`src/rtl/core_pixel_buf.sv`:
```
// 8x8 pixel rotation buffer: fills one 64-pixel set in raster order, then drains it
// rotated by the quarter-turn setting captured on the first write of the set.
module core_pixel_buf #(
  parameter int PIX_W = 24
) (
  input  logic             I_HCLK,
  input  logic             I_HRESET_N,
  input  logic             I_CLEAR,
  input  logic             I_DIRECTION,
  input  logic [1:0]       I_DEGREES,
  input  logic             I_WR_EN,
  input  logic [PIX_W-1:0] I_WDATA,
  input  logic             I_RD_EN,
  output logic [PIX_W-1:0] O_RDATA,
  output logic             O_VALID,
  output logic             O_FULL,
  output logic             O_EMPTY,
  output logic [6:0]       O_LEVEL,
  output logic             O_OVF,
  output logic             O_UNF,
  output logic [1:0]       dbg_state
);

  typedef enum logic [1:0] {
    ST_EMPTY = 2'd0,
    ST_FILL  = 2'd1,
    ST_FULL  = 2'd2,
    ST_DRAIN = 2'd3
  } state_t;

  state_t           state, state_nxt;
  logic [PIX_W-1:0] mem [64];
  logic [5:0]       wr_idx, rd_idx;
  logic [6:0]       level;
  logic             dir_q;
  logic [1:0]       deg_q;
  logic             wr_phase, wr_ok, wr_bad, rd_ok, rd_bad;
  logic [1:0]       q;
  logic [2:0]       rr, cc, src_row, src_col;
  logic [5:0]       src_idx;

  // Strobe handshake: a write (read) is accepted in the cycle I_WR_EN (I_RD_EN) is
  // high and the state allows it; the read response appears with O_VALID one cycle
  // later. There is no back-pressure: an illegal strobe is dropped and flagged.
  always_comb begin
    wr_phase = (state == ST_EMPTY) || (state == ST_FILL);
    wr_ok    = I_WR_EN && wr_phase  && !I_CLEAR;
    wr_bad   = I_WR_EN && !wr_phase && !I_CLEAR;
    rd_ok    = I_RD_EN && !wr_phase && !I_CLEAR;
    rd_bad   = I_RD_EN && wr_phase  && !I_CLEAR;
  end

  always_comb begin
    state_nxt = state;
    if (I_CLEAR) begin
      state_nxt = ST_EMPTY;
    end else begin
      case (state)
        ST_EMPTY: if (wr_ok) state_nxt = ST_FILL;
        ST_FILL:  if (wr_ok && wr_idx == 6'd63) state_nxt = ST_FULL;
        ST_FULL:  if (rd_ok) state_nxt = ST_DRAIN;
        ST_DRAIN: if (rd_ok && rd_idx == 6'd63) state_nxt = ST_EMPTY;
        default:  state_nxt = ST_EMPTY;
      endcase
    end
  end

  // Counter-clockwise turns become the complementary clockwise count (2-bit wrap).
  always_comb begin
    q  = dir_q ? deg_q : (2'd0 - deg_q);
    rr = rd_idx[5:3];
    cc = rd_idx[2:0];
    src_row = rr;
    src_col = cc;
    case (q)
      2'd0: begin src_row = rr;        src_col = cc;        end
      2'd1: begin src_row = 3'd7 - cc; src_col = rr;        end
      2'd2: begin src_row = 3'd7 - rr; src_col = 3'd7 - cc; end
      2'd3: begin src_row = cc;        src_col = 3'd7 - rr; end
      default: begin src_row = rr;     src_col = cc;        end
    endcase
    src_idx = {src_row, src_col};
  end

  // Pixel storage is deliberately not reset; reads are blocked until a full set exists.
  always_ff @(posedge I_HCLK) begin
    if (wr_ok) mem[wr_idx] <= I_WDATA;
  end

  always_ff @(posedge I_HCLK or negedge I_HRESET_N) begin
    if (!I_HRESET_N) begin
      state   <= ST_EMPTY;
      wr_idx  <= '0;
      rd_idx  <= '0;
      level   <= '0;
      dir_q   <= 1'b0;
      deg_q   <= 2'd0;
      O_RDATA <= '0;
      O_VALID <= 1'b0;
      O_OVF   <= 1'b0;
      O_UNF   <= 1'b0;
    end else begin
      state   <= state_nxt;
      O_OVF   <= wr_bad;
      O_UNF   <= rd_bad;
      O_VALID <= rd_ok;
      if (I_CLEAR) begin
        wr_idx <= '0;
        rd_idx <= '0;
        level  <= '0;
      end else begin
        if (wr_ok) begin
          wr_idx <= wr_idx + 6'd1;
          level  <= level + 7'd1;
          if (state == ST_EMPTY) begin
            dir_q <= I_DIRECTION;
            deg_q <= I_DEGREES;
          end
        end
        if (rd_ok) begin
          rd_idx  <= rd_idx + 6'd1;
          level   <= level - 7'd1;
          O_RDATA <= mem[src_idx];
        end
      end
    end
  end

  assign O_FULL    = (state == ST_FULL);
  assign O_EMPTY   = (state == ST_EMPTY);
  assign O_LEVEL   = level;
  assign dbg_state = state;

endmodule

```
`config.mk`:
```
export PLATFORM = sky130hd
export DESIGN_NAME = core_pixel_buf
export DESIGN_NICKNAME = d
export VERILOG_FILES = /design/src/rtl/core_pixel_buf.sv
export SDC_FILE = /design/constraint.sdc
export NUM_CORES = 2
export LEC_CHECK = 0
export CAP_MARGIN = 20
export CORE_UTILIZATION = 55
export CTS_CLUSTER_SIZE = 8
export DETAILED_ROUTE_END_ITERATION = 16
export DONT_BUFFER_PORTS = 1
export PLACE_DENSITY_LB_ADDON = 0.1
export SYNTH_ARGS = -nofsm -noshare
export SYNTH_HDL_FRONTEND = slang
export SYNTH_SLANG_ARGS = --single-unit
```
`constraint.sdc`:
```
create_clock -name I_HCLK -period 7.3 [get_ports I_HCLK]
set_input_delay 1.095 -clock I_HCLK [delete_from_list [all_inputs] [get_ports I_HCLK]]
set_output_delay 1.095 -clock I_HCLK [all_outputs]
set_load 0.05 [all_outputs]
```
==> flow_summary.yaml <==
yosys:
  synth_flop_cell: "edfxtp_1"
  syn-num-nets: 4179
  async_flop_share_pct: 3.21
  synth_seq_cells: 1587
  netlist_area_mm2: 0.0646
  synth_edf_count: 1536
  yosysSeqAreaShare_pct: 73.4
  yosysWarnings: 0
  synth.avg_cell_area_um2: 15.6
  syn_inst: 4133
  ys_types: 66
cts:
  root_buffer: "clkbuf_16"
  cts_tree: "done"
  clk_latency_ns: 0.83
  htree_levels: 4
  cts-buffers-inserted: 216
  cts_hold_buf: 1
  clock_path_buffers: 3
  post_cts_resized: 0
  clock_sinks: 1587
  cts_setup_buffers: 0
  cts.clk_slew.worst_paths_ns: 0.06
critical_path:
  required_ns: 7.98
  reg2reg_depth: 11
  cp.arrival_ns: 6.56
  reg2reg_slack_ns: 1.42
  cp-end-kind: "flop"
  r2r-start: "deg_q[0]"
  critPathMaxFanout: 96
  crit_start: "deg_q[0]"
  crit_type: "reg -> reg"
  critPathLaunchType: "flop"
  r2r-end: "O_RDATA[12]"
  crit_end: "O_RDATA[12]"
floorplan:
  dieArea_mm2: 0.119
  core_mm2: 0.116
  dieWidth_um: 345
  ios: 70
  die_y_um: 345
  start_util_pct: 55.6
  num_rows: 125
grt:
  grt_pass1_vias: 37600
  grt_pass1_wl_um: 282000
  grt-ovfl-total: 0
  grt_max_degree: 162
  grt_usage_pct: 33.6
  antenna_found_initial: 10
run:
  drv_cap: 0
timing:
  tightest_slew_ns: 1.15
  fin_tns_setup_ns: 0
  layout_min_cycle_time_ns: 5.88
  finalCritPeriodShare_pct: 80.5
  slew_headroom_pct: 23.5
  setup_viol: 0
  maxSlewViolCount: 0
  fin_worst_skew_ns: 0.0349
  max_freq_mhz: 170
  grt_setup_unrepaired: "false"
  hold_viol: 0
drt:
  drc: 0
  drt.antenna.violating_nets: 0
  drtIter0Drc: 5599
  drtPass1Iterations: 6
  vias_per_cell: 7.00
  vias: 40300
  wl_per_cell_um: 34.6
  routed_wl_um: 199000
finish:
  nets: 4167
  drive_gt1_share_pct: 11.7
  final-seq-area_mm2: 0.0474
  final_cell_mix: "edfxtp_1 (1536), mux2i_1 (321), nand2_1 (284)"
  multi_input_area_mm2: 0.0160
  fill_cells: 8387
  stdcell_count: 5753
  areaGrowthSynthToFinish_pct: 12.4
  final_common_cell: "edfxtp_1"
place:
  gp_congestion: 0.937
  hpwl_um: 111000
  dp_cells: 5425
  portBuffers: 0
power:
  power.internal_w: 0.0197
  seq_power_share_pct: 32.0
  p_clk_share_pct: 27.1
  switching_share_pct: 41.0
  comb_power_share_pct: 40.9
  powerDensity_mw_per_mm2: 461
  p_sw_w: 0.0137
  vdd_drop_max_uv: 780
  power.leakage_nw: 24.4
hold_path:
  hold_path.class: "in -> async"
run_status:
  status: "completed"
==> power groups by stage <==
stage / clock, W / combinational [W] / sequential [W]
after floorplan: 0 / 0.00860 / 0.0107
after global placement: 0 / 0.0133 / 0.0109
after detailed placement: 0 / 0.0134 / 0.0109
after CTS: 0.00910 / 0.0134 / 0.0107
after global routing: 0.00945 / 0.0142 / 0.0107
final: 0.00907 / 0.0137 / 0.0107
==> stage by stage <==
stage	hold WS, ns	total power [W]	util [%]	area [µm²]	setup WS, ns
CTS	0.107	0.0332	62.4	72500	1.62
global route	0.120	0.0343	62.4	72500	1.40
finish	0.126	0.0335	62.4	72600	1.42
floorplan	0.502	0.0193	-	64600	3.38
detailed placement	0.592	0.0242	57.2	66500	1.67
global placement	0.585	0.0242	57.2	66500	1.77
==> per-layer routing <==
layer / track usage [%] / vias to the layer above / share of wire, %
li1: - / 16800 / -
met1: 47.3 / 20500 / 39
met2: 49.5 / 2481 / 45
met3: 9.75 / 393 / 12
met4: 13.1 / 4 / 3.9
met5: 0 / - / 0.012
==> flip-flops by register name, summed over array words and instances, names as in the netlist <==
name / flops
mem: 1536
O_RDATA: 24
O_LEVEL: 7
rd_idx: 6
wr_idx: 6
dbg_state: 2
deg_q: 2
O_OVF: 1
O_UNF: 1
O_VALID: 1
dir_q: 1
==> cell families (layout without fill, tap and decap cells) <==
| kind of cell | Yosys count | in the layout | synth area share (%) |
|---|---|---|---|
| other cells | 0 | 13 | 0 |
| compound gates | 1033 | 1033 | 12.2 |
| mux | 354 | 354 | 5.57 |
| xor+xnor | 14 | 14 | 0.190 |
| flops | 1587 | 1587 | 73.4 |
| simple gates | 758 | 758 | 5.99 |
| fa+ha+maj | 14 | 14 | 0.283 |
| buf+inv | 373 | 456 | 2.37 |
==> cell type report <==
class / count / area share, %
well taps: 1524 / 2.63
clock buffers: 300 / 7.94
diodes: 13 / 0.0448
repair buffers: 134 / 1.69
flip-flops and latches: 1587 / 65.3
clock inverters: 13 / 0.286
inverters: 9 / 0.0466
multi-input cells: 2173 / 22.0
==> worst max-delay path, stage by stage (launching register included) <==
cell       delay, ns
dfrtp_1         0.60
inv_1           0.21
ha_1            0.34
mux2i_2         0.76
mux2i_4         0.13
buf_4           0.35
nand2_4         0.51
buf_12          0.43
a211oi_1        0.11
o41ai_1         0.96
o2111ai_1       0.65
a311o_1         0.51
==> cells in the mapped netlist (all sizes together) (4+ instances only) <==
master   count  share of area (%)
a211o       48               0.65
a211oi     170                2.0
a21o        28               0.33
a21oi      124               0.96
a221o       23               0.36
a22o         5              0.068
a311o       46               0.71
a31oi       24               0.23
a32oi       23               0.31
and3        97               0.94
and3b        4              0.054
and4        26               0.35
buf        115               0.87
clkbuf     249                1.4
dfrtp       51                2.0
edfxtp    1536                 71
ha          13               0.25
inv          9              0.052
mux2        31               0.54
mux2i      323                5.0
nand2      285                1.7
nand2b       9              0.087
nand3       14               0.11
nand4      172                1.7
nor2        97               0.57
nor2b        6              0.058
nor3         6              0.047
nor3b        4              0.047
nor4        24               0.23
o2111ai     48               0.65
o211ai      49               0.57
o21a         4              0.047
o21ai       37               0.29
o221ai      48               0.65
o22a        24               0.33
o22ai       52               0.50
o31a        94                1.3
o31ai      148                1.7
o41ai       26               0.36
xnor2        7              0.095
xor2         7              0.095
==> worst min-delay path by stage <==
| stage | startpoint | to | slack [ns] | cells after the start |
|---|---|---|---|---|
| 2_1_floorplan | dir_q | dir_q | 0.50 | 1 |
| 3_3_place_gp | deg_q[1] | deg_q[1] | 0.59 | 1 |
| 4_1_cts | I_HRESET_N | O_VALID | 0.11 | 1 |
| 5_1_grt | I_HRESET_N | O_VALID | 0.12 | 1 |
| 6_report | I_HRESET_N | O_VALID | 0.13 | 1 |
| 3_5_place_dp | deg_q[1] | deg_q[1] | 0.59 | 1 |
Note: power is estimated with default switching activity, not from simulation.
